<file path="src/rtl/wb_port_arbiter_pkg.sv">
// Shared types and helpers for the register-file write-port arbiter.
package wb_pkg;

    typedef enum logic {
        WB_SRC_PIPE = 1'b0,
        WB_SRC_LU   = 1'b1
    } wb_src_e;

    typedef struct packed {
        logic reg_write;
        logic mem_to_reg;
    } wb_ctrl_t;

    localparam int WB_REG_WRITE_BIT  = 1;
    localparam int WB_MEM_TO_REG_BIT = 0;

    // Width of a counter that must hold 0..max_wait; never narrower than one bit.
    function automatic int wait_width(input int max_wait);
        return (max_wait < 2) ? 1 : $clog2(max_wait + 1);
    endfunction

endpackage

</file>
<file path="src/rtl/wb_port_arbiter_if.sv">
// Bus bundle between the MEM/WB stage, the long-latency unit and the register-file write port.
interface wb_port_arbiter_if import wb_pkg::*; #(
    parameter int DATA_WIDTH   = 64,
    parameter int REG_ID_WIDTH = 5,
    parameter int MAX_WAIT     = 4,
    parameter int PERF_WIDTH   = 32
) ();

    localparam int WAIT_W = wait_width(MAX_WAIT);

    logic [1:0]              pipe_wb_ctrl;
    logic [DATA_WIDTH-1:0]   pipe_alu;
    logic [DATA_WIDTH-1:0]   pipe_mem_data;
    logic [REG_ID_WIDTH-1:0] pipe_dest;
    logic                    pipe_stall;

    // lu handshake: a result transfers on any cycle where lu_valid && lu_ready;
    // lu_dest/lu_data stay stable while lu_valid && !lu_ready.
    logic                    lu_valid;
    logic [REG_ID_WIDTH-1:0] lu_dest;
    logic [DATA_WIDTH-1:0]   lu_data;
    logic                    lu_ready;

    logic                    rf_we;
    logic [REG_ID_WIDTH-1:0] rf_waddr;
    logic [DATA_WIDTH-1:0]   rf_wdata;
    logic                    rf_src;
    logic [PERF_WIDTH-1:0]   perf_stalls;
    logic [WAIT_W-1:0]       dbg_wait_cnt;

    modport slave (
        input  pipe_wb_ctrl, pipe_alu, pipe_mem_data, pipe_dest,
        input  lu_valid, lu_dest, lu_data,
        output pipe_stall, lu_ready,
        output rf_we, rf_waddr, rf_wdata, rf_src, perf_stalls, dbg_wait_cnt
    );

    modport master (
        output pipe_wb_ctrl, pipe_alu, pipe_mem_data, pipe_dest,
        output lu_valid, lu_dest, lu_data,
        input  pipe_stall, lu_ready,
        input  rf_we, rf_waddr, rf_wdata, rf_src, perf_stalls, dbg_wait_cnt
    );

endinterface

</file>
<file path="src/rtl/wb_port_arbiter_age_counter.sv">
// Saturating age counter: counts refused cycles, clears on demand, flags the ceiling.
module wb_age_counter import wb_pkg::*; #(
    parameter int MAX = 4,
    parameter int W   = wait_width(MAX)
) (
    input  logic         clk,
    input  logic         reset,
    input  logic         clr,
    input  logic         inc,
    output logic [W-1:0] cnt,
    output logic         at_max
);

    logic [W-1:0] cnt_d;
    logic [W-1:0] cnt_q;

    always_comb begin
        cnt_d = cnt_q;
        if (clr) begin
            cnt_d = '0;
        end else if (inc && !at_max) begin
            cnt_d = cnt_q + W'(1);
        end
    end

    always_ff @(posedge clk or negedge reset) begin
        if (!reset) begin
            cnt_q <= '0;
        end else begin
            cnt_q <= cnt_d;
        end
    end

    assign cnt    = cnt_q;
    assign at_max = (cnt_q == W'(MAX));

endmodule

</file>
<file path="src/rtl/wb_port_arbiter.sv">
// Register-file write-port arbiter: pipeline writeback has priority, the long-latency
// unit wins after MAX_WAIT refusals by stalling the pipeline for one grant.
module wb_port_arbiter import wb_pkg::*; #(
    parameter int DATA_WIDTH   = 64,
    parameter int REG_ID_WIDTH = 5,
    parameter int MAX_WAIT     = 4,
    parameter int PERF_WIDTH   = 32
) (
    input logic              clk,
    input logic              reset,
    wb_port_arbiter_if.slave bus
);

    localparam int WAIT_W = wait_width(MAX_WAIT);

    wb_ctrl_t                pipe_ctrl;
    logic                    pipe_req;
    logic [DATA_WIDTH-1:0]   pipe_data;
    logic                    lu_req;
    logic                    lu_drop;
    logic                    lu_grant;
    logic                    pipe_grant;
    logic                    stall;
    logic                    wait_inc;
    logic                    wait_clr;
    logic                    wait_at_max;
    logic [WAIT_W-1:0]       wait_cnt;

    logic                    rf_we_d,       rf_we_q;
    logic [REG_ID_WIDTH-1:0] rf_waddr_d,    rf_waddr_q;
    logic [DATA_WIDTH-1:0]   rf_wdata_d,    rf_wdata_q;
    wb_src_e                 rf_src_d,      rf_src_q;
    logic [PERF_WIDTH-1:0]   perf_stalls_d, perf_stalls_q;

    // Writes to x0 from either side never request the port.
    always_comb begin
        pipe_ctrl  = wb_ctrl_t'(bus.pipe_wb_ctrl);
        pipe_req   = pipe_ctrl.reg_write && (bus.pipe_dest != '0);
        pipe_data  = pipe_ctrl.mem_to_reg ? bus.pipe_mem_data : bus.pipe_alu;
        lu_req     = bus.lu_valid && (bus.lu_dest != '0);
        lu_drop    = bus.lu_valid && (bus.lu_dest == '0);
        lu_grant   = lu_req && (!pipe_req || wait_at_max);
        pipe_grant = pipe_req && !lu_grant;
        stall      = lu_grant && pipe_req;
        wait_inc   = lu_req && !lu_grant;
        wait_clr   = !wait_inc;
    end

    wb_age_counter #(
        .MAX (MAX_WAIT),
        .W   (WAIT_W)
    ) u_wait_cnt (
        .clk    (clk),
        .reset  (reset),
        .clr    (wait_clr),
        .inc    (wait_inc),
        .cnt    (wait_cnt),
        .at_max (wait_at_max)
    );

    always_comb begin
        rf_we_d       = lu_grant || pipe_grant;
        rf_waddr_d    = rf_waddr_q;
        rf_wdata_d    = rf_wdata_q;
        rf_src_d      = rf_src_q;
        perf_stalls_d = perf_stalls_q;
        if (lu_grant) begin
            rf_waddr_d = bus.lu_dest;
            rf_wdata_d = bus.lu_data;
            rf_src_d   = WB_SRC_LU;
        end else if (pipe_grant) begin
            rf_waddr_d = bus.pipe_dest;
            rf_wdata_d = pipe_data;
            rf_src_d   = WB_SRC_PIPE;
        end
        if (stall && (perf_stalls_q != '1)) begin
            perf_stalls_d = perf_stalls_q + PERF_WIDTH'(1);
        end
    end

    always_ff @(posedge clk or negedge reset) begin
        if (!reset) begin
            rf_we_q       <= 1'b0;
            rf_waddr_q    <= '0;
            rf_wdata_q    <= '0;
            rf_src_q      <= WB_SRC_PIPE;
            perf_stalls_q <= '0;
        end else begin
            rf_we_q       <= rf_we_d;
            rf_waddr_q    <= rf_waddr_d;
            rf_wdata_q    <= rf_wdata_d;
            rf_src_q      <= rf_src_d;
            perf_stalls_q <= perf_stalls_d;
        end
    end

    // Handshake outputs are forced low while reset is held.
    assign bus.lu_ready     = reset && (lu_grant || lu_drop);
    assign bus.pipe_stall   = reset && stall;
    assign bus.rf_we        = rf_we_q;
    assign bus.rf_waddr     = rf_waddr_q;
    assign bus.rf_wdata     = rf_wdata_q;
    assign bus.rf_src       = rf_src_q;
    assign bus.perf_stalls  = perf_stalls_q;
    assign bus.dbg_wait_cnt = wait_cnt;

endmodule
</file>
<file path="src/flat_wrapper.sv">
// flat-port wrapper written by rule: the top's interface ports become plain ports
module wb_port_arbiter_flat import wb_pkg::*;
#(
    parameter int DATA_WIDTH   = 64,
    parameter int REG_ID_WIDTH = 5,
    parameter int MAX_WAIT     = 4,
    parameter int PERF_WIDTH   = 32
)
  (clk, reset, bus_pipe_wb_ctrl, bus_pipe_alu, bus_pipe_mem_data, bus_pipe_dest, bus_lu_valid, bus_lu_dest, bus_lu_data, bus_pipe_stall, bus_lu_ready, bus_rf_we, bus_rf_waddr, bus_rf_wdata, bus_rf_src, bus_perf_stalls, bus_dbg_wait_cnt);
  wb_port_arbiter_if #(.DATA_WIDTH(DATA_WIDTH), .REG_ID_WIDTH(REG_ID_WIDTH), .MAX_WAIT(MAX_WAIT), .PERF_WIDTH(PERF_WIDTH)) bus_i ();
  input logic clk;
  input logic reset;
  input wire logic [$bits(bus_i.pipe_wb_ctrl)-1:0] bus_pipe_wb_ctrl;
  input wire logic [$bits(bus_i.pipe_alu)-1:0] bus_pipe_alu;
  input wire logic [$bits(bus_i.pipe_mem_data)-1:0] bus_pipe_mem_data;
  input wire logic [$bits(bus_i.pipe_dest)-1:0] bus_pipe_dest;
  input wire logic [$bits(bus_i.lu_valid)-1:0] bus_lu_valid;
  input wire logic [$bits(bus_i.lu_dest)-1:0] bus_lu_dest;
  input wire logic [$bits(bus_i.lu_data)-1:0] bus_lu_data;
  output wire logic [$bits(bus_i.pipe_stall)-1:0] bus_pipe_stall;
  output wire logic [$bits(bus_i.lu_ready)-1:0] bus_lu_ready;
  output wire logic [$bits(bus_i.rf_we)-1:0] bus_rf_we;
  output wire logic [$bits(bus_i.rf_waddr)-1:0] bus_rf_waddr;
  output wire logic [$bits(bus_i.rf_wdata)-1:0] bus_rf_wdata;
  output wire logic [$bits(bus_i.rf_src)-1:0] bus_rf_src;
  output wire logic [$bits(bus_i.perf_stalls)-1:0] bus_perf_stalls;
  output wire logic [$bits(bus_i.dbg_wait_cnt)-1:0] bus_dbg_wait_cnt;
  assign bus_i.pipe_wb_ctrl = bus_pipe_wb_ctrl;
  assign bus_i.pipe_alu = bus_pipe_alu;
  assign bus_i.pipe_mem_data = bus_pipe_mem_data;
  assign bus_i.pipe_dest = bus_pipe_dest;
  assign bus_i.lu_valid = bus_lu_valid;
  assign bus_i.lu_dest = bus_lu_dest;
  assign bus_i.lu_data = bus_lu_data;
  assign bus_pipe_stall = bus_i.pipe_stall;
  assign bus_lu_ready = bus_i.lu_ready;
  assign bus_rf_we = bus_i.rf_we;
  assign bus_rf_waddr = bus_i.rf_waddr;
  assign bus_rf_wdata = bus_i.rf_wdata;
  assign bus_rf_src = bus_i.rf_src;
  assign bus_perf_stalls = bus_i.perf_stalls;
  assign bus_dbg_wait_cnt = bus_i.dbg_wait_cnt;
  wb_port_arbiter #(.DATA_WIDTH(DATA_WIDTH), .REG_ID_WIDTH(REG_ID_WIDTH), .MAX_WAIT(MAX_WAIT), .PERF_WIDTH(PERF_WIDTH)) u_core (.clk(clk), .reset(reset), .bus(bus_i));
endmodule
</file>
<file path="config.mk">
export PLATFORM = sky130hd
export DESIGN_NAME = wb_port_arbiter_flat
export DESIGN_NICKNAME = d
export VERILOG_FILES = /design/src/rtl/wb_port_arbiter_pkg.sv /design/src/rtl/wb_port_arbiter_if.sv /design/src/rtl/wb_port_arbiter_age_counter.sv /design/src/rtl/wb_port_arbiter.sv /design/src/flat_wrapper.sv
export SDC_FILE = /design/constraint.sdc
export NUM_CORES = 1
export LEC_CHECK = 0
export CAP_MARGIN = 20
export CORE_MARGIN = 2
export CORE_UTILIZATION = 35
export DETAILED_ROUTE_END_ITERATION = 10
export PLACE_DENSITY = 0.76
export SETUP_SLACK_MARGIN = 0.2
export SLEW_MARGIN = 20
export SYNTH_ARGS = -nofsm -noshare
export SYNTH_HDL_FRONTEND = slang
export SYNTH_SLANG_ARGS = --single-unit
</file>
<file path="constraint.sdc">
create_clock -name clk -period 3.2 [get_ports clk]
set_clock_uncertainty 0.15 [all_clocks]
set_input_delay 0.64 -clock clk [delete_from_list [all_inputs] [get_ports clk]]
set_output_delay 0.64 -clock clk [all_outputs]
set_load 0.01 [all_outputs]
</file>
Word-level counts from Yosys, hierarchy flattened
Cells that the tools add are included.
{"block": "word_totals", "ff_bits": 106, "in_bits": 207, "out_inout_bits": 108, "wordCells": 41}
{"block": "op_classes", "n_eq_ne": 3, "n_addsub": 2, "reduce_logical": 21, "n_mux": 9}
{"cell": "$mux W64", "count": 3}
{"cell": "$add A32 B1 Y32 const B", "count": 1}
{"cell": "$ne A32 B32 Y1 const B", "count": 1}
{"cell": "$logic_and A1 B1 Y1", "count": 11}
{"cell": "$mux W5", "count": 2}
{"cell": "$reduce_bool A5 Y1", "count": 2}
{"cell": "$mux W3", "count": 2}
{"cell": "$logic_not A5 Y1", "count": 1}
{"cell": "$add A3 B1 Y3 const B", "count": 1}
{"cell": "$eq A3 B3 Y1 const B", "count": 1}
{"cell": "$logic_not A1 Y1", "count": 3}
{"cell": "$logic_or A1 B1 Y1", "count": 3}
{"cell": "$mux W1", "count": 2}
{"cell": "$ne A2 B1 Y1 const B", "count": 1}
{"cell": "$reduce_bool A2 Y1", "count": 1}

Longest topological paths before layout
{"block": "logic_depth", "depth_word": 10, "depth_mapped": 9, "ltp_nobuf": 7}

Cells and area by module
From an unflattened synthesis, not the netlist that was laid out.
{"block": "hier_totals", "cells_unflattened": 702, "hier_area_um2": 7155.6}
{"mod": "wb_port_arbiter", "cells_per_inst": 684, "area_per_inst_um2": 6957.9, "n_inst": 1, "seq_area_each_um2": 2577.5}
{"mod": "wb_age_counter", "cells_per_inst": 18, "area_per_inst_um2": 197.7, "n_inst": 1, "seq_area_each_um2": 75.1}

Worst setup path after synthesis
No wires, ideal clock.
{"block": "synth_path", "path_type": "input-to-output", "startpoint": "in bus_lu_dest[0]", "endpoint": "out bus_pipe_stall", "stages": 5, "arrival_time_ns": 1.926, "slack_ns": 0.484, "cell_sequence": "or4_4 -> o211ai_2 -> nor2_1 -> clkbuf_1 -> and2_1"}
{"block": "synth_between", "elab_chain_cells": 5}
{"element": "start, declared", "line_no": "flat_wrapper.sv:18", "text": "input wire logic [$bits(bus_i.lu_dest)-1:0] bus_lu_dest;"}
{"element": "$reduce_bool A5 Y1", "line_no": "wb_port_arbiter.sv:40", "text": "lu_req = bus.lu_valid && (bus.lu_dest != '0);"}
{"element": "$logic_and A1 B1 Y1", "line_no": "wb_port_arbiter.sv:40"}
{"element": "$logic_and A1 B1 Y1", "line_no": "wb_port_arbiter.sv:42", "text": "lu_grant = lu_req && (!pipe_req || wait_at_max);"}
{"element": "$logic_and A1 B1 Y1", "line_no": "wb_port_arbiter.sv:44", "text": "stall = lu_grant && pipe_req;"}
{"element": "$logic_and A1 B1 Y1", "line_no": "wb_port_arbiter.sv:99", "text": "assign bus.pipe_stall = reset && stall;"}
{"element": "end, declared", "line_no": "flat_wrapper.sv:20", "text": "output wire logic [$bits(bus_i.pipe_stall)-1:0] bus_pipe_stall;"}
No other way between the ends.

Final worst setup path
{"block": "layout_path", "startpoint": "in bus_lu_dest[2]", "endpoint": "out bus_pipe_stall"}
Same word-level chain as after synthesis.

==> metrics.txt <==
hold path cells 1; dpl cells 955; share of the synthesized area in the top cell type 50.3%; depth of the CTS H-tree 3; dpl cell area 8630 um^2; max cap viols 0; most instantiated cells after synthesis dfrtp_1 (106), o21ai_1 (66), a22oi_1 (64), mux2i_1 (64), xnor2_1 (30); startpoint types primary input; initial antenna violation count 0; Die Height 127 um; Initial Util between 30% and 40%; CTS Root Cell clkbuf_16; DR vias between 5000 and 6000; total track usage between 20% and 30%; largest net degree at the start of global routing 53; Seq pwr share between 40% and 50%; slowest CP cell or4_4; ANT nets after route 0; Antenna Cells 0; initial drt markers between 300 and 400; Crit. End Element output pin; post-synthesis async set-or-reset flop share 100%; clock power share 33.5%; Hold Crit Class reg2reg; setup ws final 0.228 ns; Primary FF master, synth dfrtp_1; Core Region 14600 um^2; number of global-route vias before repair 5295; maximum VDD drop 0.000215 V; Longest Clk Path Bufs 2; switching share of power 25.1%; Final Power 3.57 mW; Synth Net Count a little under 700; share of layout cells above drive strength 1 just over 6%; Max-slew headroom 50.6%; crit path DAT 2.18 ns; row count 44; CP Class in2out; setup slack, reg-to-reg 0.47 ns; most frequent cell after synthesis dfrtp_1; Final Cell Area 9030 um^2; drt first pass iters 6; worst skew pair latency between 0.3 and 0.4 ns; Yosys warning total 0; hpwl dp 14700 um; Cell Pwr Density 395 nW/um^2; Die Area around 16000 um^2; Final Wtd Congestion 0.925; drt total wl 19400 um; nets 996; Remaining Overflow, GRT 0; Fin Hold WS about 0.34 ns; post-synth cell types 32; status finished clean; worst slew pin tran 0.741 ns; critical path, cell by cell clkdlybuf4s50_1, or4_4, o211ai_4, nor2_2, and2_4, buf_2; CTS tree yes; DRC 0; Layout area overhead 71.2%; via/cell ratio 5.31; area leader, netlist dfrtp_1; Setup Viol. Count Final 0; EDFF count, synth 0; first-pass GRT wire length 29100 um; Internal 2.67 mW; Mapped Area 5270 um^2; R2R depth 6; Clock Sinks 106; Final period util 92.9%; Static Leak about 3.8 nW; CTS clk-pin slew, worst paths 0.07 ns; top post-synthesis cells by area dfrtp_1 (50%), mux2i_1 (12%), a22oi_1 (9.1%); die width 127 um; Yosys reg bits 106; # port buffers between 300 and 400; fmax 0.336 GHz; crit-path max FO 2; fin crit period 2.97 ns; WL/cell approximately 20 um; Sw Pwr between 0.8 and 0.9 mW; CP max stage delay between 0.5 and 0.6 ns; CTS Buf Count 9; Cells after Synth between 400 and 500; Mapped Avg Cell Area 11.0 um^2; final slew viol count 0; non-filler instance count after layout 975; Ports 315; minimum setup slack after placement -0.321 ns; Gate power share 24.3%; RSZ-0062 raised after global routing no; Fin. Hold Viols 0; post-synthesis sequential area ratio 50.3%; critical path required time roughly 2.4 ns
flip-flops by register name, summed over array words and instances (netlist names):
| signal | cells |
|---|---|
| u_core.bus.perf_stalls | 32 |
| u_core.bus.rf_we | 1 |
| u_core.bus.rf_src | 1 |
| u_core.bus.rf_waddr | 5 |
| u_core.u_wait_cnt.cnt | 3 |
| u_core.bus.rf_wdata | 64 |
power groups by stage:
stage	clock network, mW	registers [mW]	logic [mW]
4_1_cts	1.22	1.51	0.874
6_report	1.19	1.51	0.868
5_1_grt	1.29	1.52	0.923
3_3_place_gp	0	1.52	0.852
3_5_place_dp	0	1.53	0.868
2_1_floorplan	0	1.58	0.218
final timing paths:
kind                                            start                    endpoint
max                                    bus_lu_dest[2]              bus_pipe_stall
min                        u_core.bus.perf_stalls[12]  u_core.bus.perf_stalls[12]
max reg2reg                 u_core.bus.perf_stalls[0]   u_core.bus.perf_stalls[1]
min reg2reg                u_core.bus.perf_stalls[12]  u_core.bus.perf_stalls[12]
max in group asynchronous                       reset     u_core.bus.rf_wdata[22]
min in group asynchronous                       reset  u_core.bus.perf_stalls[14]
cells by family after synthesis:
kind of cell | Yosys count | share of synthesized area, %
AO/OA/AOI/OAI | 139 | 17.1
multiplexers | 65 | 12.4
XOR/XNOR | 32 | 5.31
flip-flops | 106 | 50.3
buffers and inverters | 48 | 4.34
AND/OR/NAND/NOR | 87 | 9.89
adder cells (fa/ha/maj) | 3 | 0.712
layout by cell type, fill, tap and decap left out, drive strengths merged, types with 5 or more instances in the layout:
cell / count
dfrtp: 106
nand3: 16
dlymetal6s2s: 5
mux2i: 64
and2: 10
clkdlybuf4s50: 305
and4: 9
nand2: 6
nand4: 15
buf: 22
nor2: 9
o21ai: 66
a222oi: 5
inv: 10
and3: 11
a22oi: 64
xnor2: 30
clkbuf: 10
what timing repair did:
item | in CTS | in global routing
hold endpoints to repair | 11 | 0
gates resized for setup | 12 | 11
endpoints found under the setup margin | 2 | 2
setup buffers | 1 | 2
hold buffers | 1 | 0
pin swaps | 3 | 5
layout make-up:
class                           count  area, um^2
Clock buffer                       10         239
Fill cell                        1180        5620
Tap cell                          184         230
Sequential cell                   106        2650
Clock inverter                      6        80.1
Timing Repair Buffer              333        3360
Multi-Input combinational cell    326        2420
Inverter                           10        37.5
critical path: cells and delay by family:
kind	cells	cell delay, ns
buffers and inverters	2	0.57
and+or+nand+nor	3	0.76
AOI/OAI and AO/OA	1	0.21
stage by stage:
step	utilization, %	setup TNS (ns)
floorplan	-	0
global placement	58.9	-0.686
detailed placement	58.9	-0.618
CTS	61.3	0
global route	61.6	0
finish	61.6	0
per-layer routing:
metal / up-vias / routed length (um) / track usage, %
met4: 0 / 326 / 6.27
met3: 26 / 1350 / 5.19
li1: 2406 / - / -
met2: 227 / 9860 / 41.0
met5: - / 0 / 0
met1: 2520 / 7830 / 27.8
(Power assumes the default switching activity.)
==> RTL edit 1, RTL diff (same settings) <==
`PERF_WIDTH` is set to 32 in 3 places; all go to 64.
--- a/src/rtl/wb_port_arbiter_if.sv
+++ b/src/rtl/wb_port_arbiter_if.sv
@@ -4,5 +4,5 @@
     parameter int REG_ID_WIDTH = 5,
     parameter int MAX_WAIT     = 4,
-    parameter int PERF_WIDTH   = 32
+    parameter int PERF_WIDTH   = 64
 ) ();
 
--- a/src/rtl/wb_port_arbiter.sv
+++ b/src/rtl/wb_port_arbiter.sv
@@ -5,5 +5,5 @@
     parameter int REG_ID_WIDTH = 5,
     parameter int MAX_WAIT     = 4,
-    parameter int PERF_WIDTH   = 32
+    parameter int PERF_WIDTH   = 64
 ) (
     input logic              clk,
--- a/src/flat_wrapper.sv
+++ b/src/flat_wrapper.sv
@@ -5,5 +5,5 @@
     parameter int REG_ID_WIDTH = 5,
     parameter int MAX_WAIT     = 4,
-    parameter int PERF_WIDTH   = 32
+    parameter int PERF_WIDTH   = 64
 )
   (clk, reset, bus_pipe_wb_ctrl, bus_pipe_alu, bus_pipe_mem_data, bus_pipe_dest, bus_lu_valid, bus_lu_dest, bus_lu_data, bus_pipe_stall, bus_lu_ready, bus_rf_we, bus_rf_waddr, bus_rf_wdata, bus_rf_src, bus_perf_stalls, bus_dbg_wait_cnt);
Ports: changed (resized bus_perf_stalls); port bits go from 315 to 347. The function was not compared with the original's and may differ.
==> RTL edit 1 against the unedited design <==
Sequential cell count rose by 32. Area after synthesis rose by 30%. Routed wire length rose by 30%. Worst hold slack got worse by 0.014 ns. Final area rose by 25%. Power rose by 34%. Combinational power rose by 1%. Setup slack improved by 0.061 ns. Largest power group is now the clock network.
==> RTL edit 1: results (changes against the unedited design) <==
- Status: complete, no violations (unchanged)
- Synth Area in Compound Gates: 0.132 (was 0.171)
- CP peak stage delay: 0.45 ns (was 0.54 ns)
- CTS buffer count: 17 (was 9)
- Top cells by area, synth: dfrtp_1 (50%), mux2i_1 (9.2%), o22ai_1 (6.1%) (was dfrtp_1 (50%), mux2i_1 (12%), a22oi_1 (9.1%))
- Layout cell share with drive strength beyond 1: 0.0886 (was 0.0607)
- Vias in the first global route: 6,661 (was 5,295)
- Reg clk slew, reported paths: approximately 0.060 ns
- Initial antenna violation count: 4 (was 0)
- Yosys cell types: 52 (was 32)
- Logic pwr share: 0.184 (was 0.243)
- Setup Fix Bufs, Post-CTS: 0 (was 1)
- HPWL after DPL: 18,900 microns (was 14,700 microns)
- Number of DRC markers in iteration 0: 223 (was 389)
- Hold depth: 1 (unchanged)
- Post-synthesis mux area share: 0.0985 (was 0.124)
- First-pass GRT wire length: 36,900 microns (was 29,100 microns)
- Xor/xnor cell area share of the yosys netlist: 0.0792 (was 0.0531)
- Sw Share: 0.257 (was 0.251)
- Placed Area: 0.0107 sq mm (was 0.00863 sq mm)
- Syn Nets: 850 (was 690)
- Htree depth: 4 (was 3)
- GP Congestion: 0.849 (was 0.925)
- Syn_area_per_cell: 10.7 sq um (was 11.0 sq um)
- CP Max Fanout: 3 (was 2)
- CTS max path bufs: 2 (unchanged)
- Post-layout nets: 1,201 (was 996)
- Ys Warns: 0 (unchanged)
- Sequential share of the synthesized area: 0.504 (was 0.503)
- Adder-cell area share of the yosys netlist: 0.00547 (was 0.00712)
- Post-synth top cells: dfrtp_1 (138), o22ai_1 (67), a21oi_1 (64) (was dfrtp_1 (106), o21ai_1 (66), a22oi_1 (64), mux2i_1 (64), xnor2_1 (30))
- Leakage: 4.67 nW (was 3.84 nW)
- Clock Latency Late Sink: 0.42 ns (was 0.34 ns)
- Pre-antenna DRT Iters: 4 (was 6)
- Max VDD drop: 0.317 mV (was 0.215 mV)
- Vias: 6,559 (was 5,179)
- Placement Setup Slack: -0.200 ns (was -0.321 ns)
- WL per Instance: 19.9 microns (about the same)
- Tot GR Track Use: 0.234 (was 0.229)
- Largest net degree at the start of global routing: 74 (was 53)
- IO Port Bufs: 346 (was 314)
- Vias per cell: 5.16 (was 5.31)
- Worst Tran Pin Value: 0.966 ns (was 0.741 ns)
==> RTL edit 1: cells by family (layout without fill, tap and decap cells) <==
logic type               after synthesis  after routing
flip-flops                           138            138
buffers and inverters                 43            407
other                                  0              3
multiplexers                          67             67
XOR/XNOR                              62             62
AND/OR/NAND/NOR                      182            182
adder cells (fa/ha/maj)                3              3
AO/OA/AOI/OAI                        145            145
==> RTL edit 1: path summary, 6_finish.rpt <==
path                                                           to  slack, ns                                   start
hold reg to reg              u_core.u_wait_cnt.cnt[0]$_DFFE_PN0P_       0.33    u_core.u_wait_cnt.cnt[0]$_DFFE_PN0P_
min in group asynchronous  u_core.bus.perf_stalls[19]$_DFFE_PN0P_       0.44                                   reset
hold / removal               u_core.u_wait_cnt.cnt[0]$_DFFE_PN0P_       0.33    u_core.u_wait_cnt.cnt[0]$_DFFE_PN0P_
max in group asynchronous     u_core.bus.rf_wdata[62]$_DFFE_PN0P_       1.28                                   reset
setup reg to reg           u_core.bus.perf_stalls[12]$_DFFE_PN0P_       0.46  u_core.bus.perf_stalls[32]$_DFFE_PN0P_
setup / recovery                                     bus_lu_ready       0.29                        bus_pipe_dest[2]
==> RTL edit 1: timing repair <==
item	in CTS	in global routing
hold buffers	1	0
endpoints found under the setup margin	2	2
endpoints found under the hold margin	9	0
pin swaps	5	5
gates cloned	0	0
gates resized for setup	14	5
==> RTL edit 1: area by class of cell <==
class / count / area (sq um)
timing repair buffer: 367 / 3660
antenna: 3 / 7.51
clock inverter: 12 / 139
multi-input combinational: 459 / 3240
clock buffer: 20 / 447
fill: 1704 / 8020
sequential: 138 / 3450
inverter: 8 / 30.0
tap: 265 / 332
==> RTL edit 1: per-layer routing <==
metal / up-vias / track usage / wire [microns]
li1: 3087 / - / -
met1: 3190 / 0.272 / 9770
met2: 231 / 0.396 / 12600
met3: 49 / 0.0695 / 2030
met4: 2 / 0.109 / 860
met5: - / 0 / 11
==> RTL edit 1: power groups by stage <==
stage / logic, mW / registers [mW] / clock network (mW)
global route: 0.931 / 1.92 / 2.10
CTS: 0.887 / 1.91 / 2.02
finish: 0.879 / 1.91 / 1.99
detailed placement: 0.881 / 1.94 / 0
floorplan: 0.218 / 1.99 / 0
global placement: 0.872 / 1.94 / 0
==> RTL edit 1: critical path: cells and delay by family <==
| kind | cells | cell delay, ns |
|---|---|---|
| buffers and inverters | 2 | 0.52 |
| AO/OA/AOI/OAI | 3 | 0.50 |
| AND/OR/NAND/NOR | 1 | 0.45 |
==> RTL edit 2, RTL diff (same flow settings) <==
Made on the original files. Take the reset off `rf_waddr_q` and `rf_wdata_q` and load them in a clocked block of their own.
--- a/src/rtl/wb_port_arbiter.sv
+++ b/src/rtl/wb_port_arbiter.sv
@@ -82,15 +82,16 @@
         if (!reset) begin
             rf_we_q       <= 1'b0;
-            rf_waddr_q    <= '0;
-            rf_wdata_q    <= '0;
             rf_src_q      <= WB_SRC_PIPE;
             perf_stalls_q <= '0;
         end else begin
             rf_we_q       <= rf_we_d;
-            rf_waddr_q    <= rf_waddr_d;
-            rf_wdata_q    <= rf_wdata_d;
             rf_src_q      <= rf_src_d;
             perf_stalls_q <= perf_stalls_d;
         end
+    end
+
+    always_ff @(posedge clk) begin
+        rf_waddr_q <= rf_waddr_d;
+        rf_wdata_q <= rf_wdata_d;
     end
 
Behaviour: not the same (a bounded check fails within 4 cycles, from zero or initial values and one cycle with reset low).
==> RTL edit 2 against the unedited design <==
Power shrank 2.4%. Combinational power decreased by 4.0%. Highest routed layer unchanged. Routed wire length shrank 3.6%. Clock power down 16%. Final area up 1.1%. Sequential cell count unchanged. Critical path type unchanged. Setup slack better by 0.011 ns. Area after synthesis grew 2.5%.
==> RTL edit 2: results (changes against the unedited design) <==
- Mapped Cells: 476 (was 480)
- Post-CTS sizing: 4 (was 12)
- Number of DRC markers in iteration 0: 262 (was 389)
- Leakage: 3.58 nW (was 3.84 nW)
- Fin Hold WS: 0.344 ns (was 0.341 ns)
- Tot GR Track Use: 0.216 (was 0.229)
- Post-layout nets: 1,002 (was 996)
- Met2 Wirelength: 9750 microns (was 9860 microns)
- Fill cell count: 1,243 (was 1,180)
- Syn Nets: 686 (was 690)
- Vias in the first global route: 4,912 (was 5,295)
- Top cells by area, synth: edfxtp_1 (38%), dfrtp_1 (17%), mux2i_1 (12%) (was dfrtp_1 (50%), mux2i_1 (12%), a22oi_1 (9.1%))
- #MultiIn Comb: 337 (was 326)
- Worst Hold End: u_core.u_wait_cnt.cnt[0]$_DFFE_PN0P_ (was u_core.bus.perf_stalls[12]$_DFFE_PN0P_)
- Fraction of area in multi-input gates: 0.252 (was 0.269)
- First-pass GRT wire length: 26,800 microns (was 29,100 microns)
- Rel. slew slack: 0.682 (was 0.506)
- Async S/R FF share, synth: 0.349 (was 1.00)
- Post-synthesis mux area share: 0.139 (was 0.124)
- Placement Setup Slack: -0.164 ns (was -0.321 ns)
- Max VDD drop: 0.221 mV (was 0.215 mV)
- GR Util met2: 0.390 (was 0.410)
- Final worst path period share: 0.926 (was 0.929)
- GR Util met3: 0.0422 (was 0.0519)
- Adder-cell area share of the yosys netlist: 0.00694 (was 0.00712)
- Layout cell share with drive strength beyond 1: 0.0615 (was 0.0607)
- HPWL after DPL: 14,800 microns (was 14,700 microns)
- Non-clk bufs: 332 (was 333)
- Total Wirelength: 18,700 microns (was 19,400 microns)
- FF-to-FF path depth: 5 (was 6)
- Met3 Wirelength: 1230 microns (was 1350 microns)
- Worst r2r src: u_core.bus.perf_stalls[4]$_DFFE_PN0P_ (was u_core.bus.perf_stalls[0]$_DFFE_PN0P_)
- CP startpoint: bus_lu_dest[4] (was bus_lu_dest[2])
- Worst hold path startpoint: u_core.u_wait_cnt.cnt[0]$_DFFE_PN0P_ (was u_core.bus.perf_stalls[12]$_DFFE_PN0P_)
- Xor/xnor cell area share of the yosys netlist: 0.0437 (was 0.0531)
- DRT met1 WL: 7280 microns (was 7830 microns)
- Status: complete, no violations (unchanged)
- Synth Area in Compound Gates: 0.0777 (was 0.171)
- GP Congestion: 0.867 (was 0.925)
- Setup Fix Bufs, Post-CTS: 0 (was 1)
- EDFF count, synth: 69 (was 0)
- Pre-antenna DRT Iters: 5 (was 6)
- Sequential share of the synthesized area: 0.554 (was 0.503)
- Post-route cell area: 0.00912 sq mm (was 0.00903 sq mm)
- Invs w/o clock: 6 (was 10)
- Worst R2R End: u_core.bus.perf_stalls[29]$_DFFE_PN0P_ (was u_core.bus.perf_stalls[1]$_DFFE_PN0P_)
- Placed Area: 0.00886 sq mm (was 0.00863 sq mm)
- Clock-cell share: 0.0281 (was 0.0353)
- Fraction of area in registers: 0.329 (was 0.294)
==> RTL edit 2: critical path, cell delays in order <==
cell,delay (ns)
clkdlybuf4s50_1,0.42
or4_4,0.57
o211ai_4,0.20
nor2_1,0.07
and2_1,0.15
clkbuf_2,0.12
==> RTL edit 2: through the flow <==
| stage | total power, mW | std cells | util |
|---|---|---|---|
| global route | 3.63 | 985 | 0.602 |
| finish | 3.48 | 985 | 0.602 |
| global placement | 2.50 | 968 | 0.585 |
| floorplan | 1.91 | 476 | - |
| detailed placement | 2.52 | 968 | 0.585 |
| CTS | 3.52 | 984 | 0.602 |
==> RTL edit 2: power breakdown <==
group	internal (mW)	leakage (nW)	switching, mW
combinational	0.507	2.24	0.327
clock	0.526	0.121	0.474
sequential	1.61	1.22	0.0381
